`config.mk`:
```
export PLATFORM = sky130hd
export DESIGN_NAME = muldiv_seq_flat
export DESIGN_NICKNAME = d
export VERILOG_FILES = /design/src/rtl/muldiv_pkg.sv /design/src/rtl/muldiv_seq_if.sv /design/src/rtl/muldiv_seq.sv /design/src/flat_wrapper.sv
export SDC_FILE = /design/constraint.sdc
export NUM_CORES = 1
export LEC_CHECK = 0
export CAP_MARGIN = 20
export CORE_UTILIZATION = 50
export CTS_CLUSTER_DIAMETER = 120
export DETAILED_ROUTE_END_ITERATION = 8
export DONT_BUFFER_PORTS = 1
export HOLD_SLACK_MARGIN = 0.06
export MAX_ROUTING_LAYER = met4
export SKIP_CTS_REPAIR_TIMING = 1
export SYNTH_ARGS = -nofsm -noshare
export SYNTH_HDL_FRONTEND = slang
export SYNTH_SLANG_ARGS = --single-unit
```
`constraint.sdc`:
```
create_clock -name clk -period 5.66 [get_ports clk]
set_input_delay 0.566 -clock clk [delete_from_list [all_inputs] [get_ports clk]]
set_output_delay 0.566 -clock clk [all_outputs]
set_load 0.01 [all_outputs]
```
`src/rtl/muldiv_pkg.sv`:
```
// Shared encodings for the iterative HI/LO multiply/divide unit.
package muldiv_pkg;

  localparam logic [1:0] OP_MULTU = 2'b00;
  localparam logic [1:0] OP_DIVU  = 2'b01;

  typedef enum logic [1:0] {
    IDLE = 2'd0,
    RUN  = 2'd1,
    FIN  = 2'd2
  } state_e;

endpackage

```
`src/rtl/muldiv_seq_if.sv`:
```
// Request/result bundle between the execute stage and the multiply/divide unit.
interface muldiv_seq_if #(
  parameter int unsigned WIDE = 32
);

  logic            start;
  logic [1:0]      op;
  logic [WIDE-1:0] a;
  logic [WIDE-1:0] b;
  logic            busy;
  logic            done;
  logic [WIDE-1:0] hi;
  logic [WIDE-1:0] lo;
  logic            dbz;

  modport master (
    output start, op, a, b,
    input  busy, done, hi, lo, dbz
  );

  modport slave (
    input  start, op, a, b,
    output busy, done, hi, lo, dbz
  );

endinterface

```
`src/rtl/muldiv_seq.sv`:
```
// One-bit-per-cycle MULTU / DIVU unit producing HI/LO; results hold until the next completion.
module muldiv_seq
  import muldiv_pkg::*;
#(
  parameter int unsigned WIDE = 32
) (
  input  logic         clk,
  input  logic         rst,
  muldiv_seq_if.slave  bus
);

  localparam int unsigned CW = $clog2(WIDE);
  localparam int unsigned AW = 2 * WIDE;

  state_e          state, state_nx;
  logic            load, step;
  logic [CW-1:0]   cnt;
  logic            is_div;
  logic [WIDE-1:0] opnd;
  logic [AW-1:0]   acc, acc_nx;
  logic [WIDE:0]   mul_sum, div_shift, div_trial;

  logic            busy_q, done_q, dbz_q;
  logic [WIDE-1:0] hi_q, lo_q;

  // State register
  always_ff @(posedge clk or posedge rst) begin
    if (rst) state <= IDLE;
    else     state <= state_nx;
  end

  // Next-state and datapath enables
  always_comb begin
    state_nx = state;
    load     = 1'b0;
    step     = 1'b0;
    case (state)
      IDLE: begin
        if (bus.start && (bus.op == OP_MULTU || bus.op == OP_DIVU)) begin
          load     = 1'b1;
          state_nx = RUN;
        end
      end
      RUN: begin
        step = 1'b1;
        if (cnt == '0) state_nx = FIN;
      end
      FIN:     state_nx = IDLE;
      default: state_nx = IDLE;
    endcase
  end

  // One iteration: shift-add for MULTU, restoring subtract for DIVU.
  // Both leave {remainder/upper, quotient/lower} in acc, so HI/LO map identically.
  always_comb begin
    mul_sum   = {1'b0, acc[AW-1:WIDE]} + {1'b0, (acc[0] ? opnd : {WIDE{1'b0}})};
    div_shift = acc[AW-1:WIDE-1];
    div_trial = div_shift - {1'b0, opnd};
    if (is_div) begin
      if (div_trial[WIDE]) acc_nx = {div_shift[WIDE-1:0], acc[WIDE-2:0], 1'b0};
      else                 acc_nx = {div_trial[WIDE-1:0], acc[WIDE-2:0], 1'b1};
    end else begin
      acc_nx = {mul_sum, acc[WIDE-1:1]};
    end
  end

  // Operand latch, accumulator and iteration counter
  always_ff @(posedge clk or posedge rst) begin
    if (rst) begin
      cnt    <= '0;
      is_div <= 1'b0;
      opnd   <= '0;
      acc    <= '0;
    end else if (load) begin
      cnt    <= CW'(WIDE - 1);
      is_div <= (bus.op == OP_DIVU);
      // MULTU adds a into the upper half while b shifts out; DIVU shifts a in against divisor b.
      opnd   <= (bus.op == OP_DIVU) ? bus.b : bus.a;
      acc    <= {{WIDE{1'b0}}, ((bus.op == OP_DIVU) ? bus.a : bus.b)};
    end else if (step) begin
      cnt    <= cnt - CW'(1);
      acc    <= acc_nx;
    end
  end

  // Registered status and result outputs
  always_ff @(posedge clk or posedge rst) begin
    if (rst) begin
      busy_q <= 1'b0;
      done_q <= 1'b0;
      hi_q   <= '0;
      lo_q   <= '0;
      dbz_q  <= 1'b0;
    end else begin
      busy_q <= (state_nx == RUN);
      done_q <= (state_nx == FIN);
      if (step && cnt == '0) begin
        hi_q  <= acc_nx[AW-1:WIDE];
        lo_q  <= acc_nx[WIDE-1:0];
        dbz_q <= is_div && (opnd == '0);
      end
    end
  end

  assign bus.busy = busy_q;
  assign bus.done = done_q;
  assign bus.hi   = hi_q;
  assign bus.lo   = lo_q;
  assign bus.dbz  = dbz_q;

endmodule

```
`src/flat_wrapper.sv`:
```
// flat-port wrapper written by rule: the top's interface ports become plain ports
module muldiv_seq_flat import muldiv_pkg::*;
#(
  parameter int unsigned WIDE = 32
)
  (clk, rst, bus_start, bus_op, bus_a, bus_b, bus_busy, bus_done, bus_hi, bus_lo, bus_dbz);
  muldiv_seq_if #(.WIDE(WIDE)) bus_i ();
  input  logic clk;
  input  logic rst;
  input wire logic [$bits(bus_i.start)-1:0] bus_start;
  input wire logic [$bits(bus_i.op)-1:0] bus_op;
  input wire logic [$bits(bus_i.a)-1:0] bus_a;
  input wire logic [$bits(bus_i.b)-1:0] bus_b;
  output wire logic [$bits(bus_i.busy)-1:0] bus_busy;
  output wire logic [$bits(bus_i.done)-1:0] bus_done;
  output wire logic [$bits(bus_i.hi)-1:0] bus_hi;
  output wire logic [$bits(bus_i.lo)-1:0] bus_lo;
  output wire logic [$bits(bus_i.dbz)-1:0] bus_dbz;
  assign bus_i.start = bus_start;
  assign bus_i.op = bus_op;
  assign bus_i.a = bus_a;
  assign bus_i.b = bus_b;
  assign bus_busy = bus_i.busy;
  assign bus_done = bus_i.done;
  assign bus_hi = bus_i.hi;
  assign bus_lo = bus_i.lo;
  assign bus_dbz = bus_i.dbz;
  muldiv_seq #(.WIDE(WIDE)) u_core (.clk(clk), .rst(rst), .bus(bus_i));
endmodule
```
======== Word level (Yosys, flattened, before mapping) ========
Cells that the tools add are included.
storage, ports and cells
  bits of input ports ..................... 69
  logic and storage cells ................. 41
  bits in registers ....................... 171
cells by class
  reductions and logical operators ........ 9
  equal/unequal tests ..................... 4
  mux-type cells .......................... 15
  $add $sub $neg .......................... 3
operators with widths
  kind                                                                   count
  64-bit two-way mux                                                     4
  32-bit two-way mux                                                     3
  32-bit by 32-bit adder with 33-bit output                              1
  33-bit by 32-bit subtractor with 33-bit output                         1
  32-bit zero test                                                       1
  5-bit two-way mux                                                      2
  2-bit by 1-bit equality test with 1-bit output, second input constant  3
  5-bit zero test                                                        1
  5-bit by 1-bit subtractor with 5-bit output, second input constant     1
  2-bit zero test                                                        2
  2-bit two-way mux                                                      2
  2-bit one-hot mux with 2 select lines                                  1
  1-bit logical AND                                                      3
  1-bit two-way mux                                                      3
  2-bit equality test, second input constant                             1
  2-bit nonzero test                                                     1
  1-bit logical OR                                                       1

======== Longest topological paths before layout ========
  depth in word-level cells ............... 6
  depth in mapped cells ................... 14
  depth with buffers taken out ............ 13

======== Worst setup path after synthesis ========
OpenSTA, ideal clock, no wires.
  path type ............................... register to register
  start point ............................. reg u_core.acc[31]
  end point ............................... reg u_core.hi_q[2], in the netlist u_core.bus.hi[2]
  stages on the path, launching flop included .. 15
  clock period less this slack ............ 3101 ps
  setup time .............................. 132 ps
  required time ........................... 5528 ps
  arrival ................................. 2969 ps
  path slack .............................. 2559 ps
  cell sequence ........................... dfrtp_1 inv_1 ha_1 inv_1 fa_1 a211oi_1 o211ai_1 a31oi_1 nand2_1 a211oi_1 nor3_2 buf_2 mux2_1 a21oi_1 o21ai_0
on the way
  longest elaborated chain between the ends .. 3
RTL lines
  what                                            RTL line          source
  start, declared                                 muldiv_seq.sv:20  logic [AW-1:0] acc, acc_nx;
  start signal, assigned                          muldiv_seq.sv:79  acc <= {{WIDE{1'b0}}, ((bus.op == OP_DIVU) ? bus.a : bus.b)};
  start signal, assigned                          muldiv_seq.sv:82  acc <= acc_nx;
  33-bit by 32-bit subtractor with 33-bit output  muldiv_seq.sv:58  div_trial = div_shift - {1'b0, opnd};
  64-bit two-way mux                              muldiv_seq.sv:60  if (div_trial[WIDE]) acc_nx = {div_shift[WIDE-1:0], acc[WIDE-2:0], 1'b0};
  64-bit two-way mux                              muldiv_seq.sv:59  if (is_div) begin
  end signal, assigned                            muldiv_seq.sv:98  hi_q <= acc_nx[AW-1:WIDE];
  end, declared                                   muldiv_seq.sv:24  logic [WIDE-1:0] hi_q, lo_q;
No other way between the ends.
A chain may end at the register's enable or synchronous reset.

======== Worst setup path in the final report ========
  start point ............................. reg u_core.acc[31]
  end point ............................... reg u_core.hi_q[4], in the netlist u_core.bus.hi[4]
The elaborated chain is that of the path after synthesis.

==> metrics.txt <==
status complete, no violations; Synthesis Warnings 0; clk sinks approximately 170; largest net degree at the start of global routing between 80 and 90; Fin Hold WS roughly 0.061 ns; Post-Synth Simple-Gate Area about a fifth; Yosys reg bits 171; Synth Cell Area 11900 um^2; Core ar. 23400 um^2; Yosys cell types between 70 and 80; placed cells approximately 1700; PortBufs 0; Worst Path Required 6.04 ns; drt via density roughly 6.0; crit share post-route around two thirds; P per Cell Area 739 nW/um^2; Slew HR 31.7%; area of the multi-input gates 7120 um^2; setup slack on the worst flop-to-flop path 1.82 ns; die width 156 um; Non-Filler Instances between 1500 and 2000; Syn Nets roughly 1600; TNS Setup 0 ns; compound-cell area share of the yosys netlist between 20 and 25%; kind of critical path reg2reg; Post-synth EDFFs 0; layout cells sized above 1 under 10%; Num CTS Buffers 17; FF-to-FF End u_core.bus.hi[4]; Async SR Flop Fraction 100%; fill count 2216; max-cap violation count 0; clock slew at reported path FFs approximately 0.080 ns; Syn Inst Count around 1400; worst flop-to-flop path startpoint u_core.acc[31]; drt initial violations about 620; fin crit period 3.84 ns; Top FF cell, synth dfrtp_1; Area growth, synth to finish 7.37%; cells on worst reg2reg path 13; Routed Wire Length 35500 um; row count 56; Pre-Repair DR Iteration Count 8; io pins 136; nets@finish 1537; Hold Fails Final Rpt 0; Arr. time, crit path approximately 4.2 ns; adder-cell share of the synthesized area between 7 and 8%; first-pass GRT wire length ~56000 um; vias in the first global route 10038; flip-flop and latch area between 4000 and 5000 um^2; Setup violations, final 0; root buffer cell clkbuf_16; CTS H-tree depth 4; Bufs on Longest Clock Path 2; HP Class in2async; Pleak 5.68 nW; largest family of logic cells by synthesized area compound AO/OA/AOI/OAI gates; starting density of the core roughly half; Worst Tran Pin Value 1.03 ns; VDD IR max approximately 0.28 mV; Die ar. between 20000 and 25000 um^2; via count approximately 10000; peak fanout along the critical path 23; initial antenna violation count 0; register area share after synthesis 36.0%; gr usage total 30.7%; routed len/inst roughly 20 um; Worst setup EP type flop; Skew-Pair Late Insertion Delay approximately 0.45 ns; Final Wtd Congestion roughly 1; antenna fix cells 0; Final Core Density 54.5%; FMAX about 260 MHz; total grt overflow 0; CTS tree done; Syn Area/Cell between 8 and 9 um^2; Max Clock Skew 0.0201 ns; Detail Route Antenna Nets 0; Slew Limit Fails 0; # DRC 0; startpoint types flop; die height approximately 160 um; Post-DP HPWL about 26000 um; RSZ-0062 raised after global routing false; Synth Area in XOR/XNOR approximately 3.5%; mux contribution to synthesized area roughly 5.7%
worst max-delay path by stage:
stage / slack, ns / end / start
2_1_floorplan: 0.46 / u_core.acc[0] / rst
3_3_place_gp: 1.97 / u_core.bus.hi[4] / u_core.acc[31]
3_5_place_dp: 1.85 / u_core.bus.hi[7] / u_core.acc[31]
4_1_cts: 1.82 / u_core.bus.hi[7] / u_core.acc[31]
5_1_grt: 1.59 / u_core.bus.hi[4] / u_core.acc[31]
6_report: 1.82 / u_core.bus.hi[4] / u_core.acc[31]
cell usage in the layout (no fill, tap or decap), types with 6 or more instances in the layout:
| master | Yosys | routed |
|---|---|---|
| a211oi_1 | 44 | 44 |
| a21o_1 | 26 | 26 |
| a21oi_1 | 69 | 69 |
| a31oi_1 | 88 | 88 |
| and2_1 | 40 | 40 |
| and3_1 | 8 | 8 |
| buf_4 | 0 | 13 |
| clkbuf_16 | 0 | 17 |
| dfrtp_1 | 171 | 170 |
| ha_1 | 65 | 65 |
| inv_1 | 54 | 53 |
| mux2_2 | 14 | 14 |
| mux2i_1 | 46 | 46 |
| nand2_1 | 263 | 262 |
| nand2b_1 | 9 | 7 |
| nand3_1 | 29 | 29 |
| nand4_1 | 9 | 9 |
| nor2_1 | 119 | 119 |
| nor2b_1 | 12 | 10 |
| nor3_1 | 13 | 13 |
| nor4_1 | 10 | 10 |
| o211ai_1 | 16 | 16 |
| o21a_1 | 16 | 16 |
| o21ai_0 | 87 | 87 |
| o21ai_1 | 11 | 11 |
| o21bai_1 | 9 | 9 |
| o2bb2ai_1 | 11 | 11 |
| o31ai_1 | 6 | 6 |
| or3_1 | 9 | 9 |
| xnor2_1 | 31 | 31 |
| xor2_1 | 16 | 16 |
layer usage:
layer / up-vias / track usage [%] / part of all wire (%)
li1: 5091 / - / -
met1: 4988 / 41.5 / 46
met2: 307 / 47.3 / 46
met3: 43 / 5.31 / 6.7
met4: 0 / 8.40 / 2.0
met5: - / - / 0
report_power, final:
part           internal, mW  switching, mW
registers              1.81          0.763
clock network         0.644          0.615
logic                  2.33           3.27
cell type report:
| cell class | count | area share [%] |
|---|---|---|
| repair buffers | 15 | 0.923 |
| clock inverters | 15 | 1.54 |
| flip-flops and latches | 171 | 33.6 |
| clock buffers | 17 | 3.34 |
| well taps | 319 | 3.13 |
| multi-input cells | 1141 | 55.8 |
| inverters | 55 | 1.66 |
registers in the layout, summed over array words and instances (netlist names):
| register | flops |
|---|---|
| u_core.acc | 64 |
| u_core.bus.busy | 1 |
| u_core.bus.dbz | 1 |
| u_core.bus.done | 1 |
| u_core.bus.hi | 32 |
| u_core.bus.lo | 32 |
| u_core.cnt | 5 |
| u_core.is_div | 1 |
| u_core.opnd | 32 |
| u_core.state | 2 |
logic make-up after synthesis:
kind of cell    count (synthesis)
fa+ha+maj                      67
compound gates                427
buf+inv                       137
flops                         171
xor+xnor                       47
simple gates                  535
mux                            65
through the flow:
step / instance area, um^2 / setup WS (ns) / total power [mW]
finish: 12700 / 1.82 / 9.43
floorplan: 11900 / 0.462 / 6.69
detailed placement: 12100 / 1.85 / 8.11
global route: 12700 / 1.59 / 10.2
CTS: 12700 / 1.82 / 9.40
global placement: 12100 / 1.97 / 8.07
synthesized netlist by cell type, types with 3 or more instances:
cell	number	area [um^2]
o2111ai_1	5	43.8
mux2_2	14	158
xor2_1	16	140
ha_1	65	813
o21ai_0	87	435
o21bai_1	9	67.6
nor2b_1	12	75.1
nand2b_1	9	56.3
a21o_1	26	195
dfrtp_1	171	4280
xnor2_1	31	272
o21a_1	16	120
o31ai_1	6	45.0
a31oi_1	88	551
and3_1	8	50.1
inv_1	54	203
mux2_1	4	45.0
nor2_1	119	447
o211ai_1	16	120
nand2_1	263	987
clkbuf_1	72	270
o21ai_1	11	55.1
o31a_1	3	26.3
a211o_1	3	26.3
nor4_1	10	62.6
or3_1	9	56.3
nand3_1	29	145
nor4b_1	3	26.3
a211oi_1	44	330
a31o_2	3	26.3
mux2i_1	46	460
nand4_1	9	56.3
o2bb2ai_1	11	96.3
a22o_1	3	26.3
a21boi_0	3	22.5
buf_2	4	20.0
a21oi_1	69	345
nor3_1	13	65.1
buf_1	6	22.5
and2_1	40	250
worst max-delay path, stage by stage, from the launching register on:
cell and delay, ns:
dfrtp_1 0.41, inv_1 0.11, ha_1 0.18, inv_1 0.06
fa_1 0.42, a211oi_1 0.28, o211ai_1 0.25, a31oi_1 0.22
nand2_1 0.14, a211oi_1 0.58, or3_4 0.46, nand2_1 0.09
a31oi_1 0.35, mux2_2 0.22
Power figures use the tool's default switching activity.
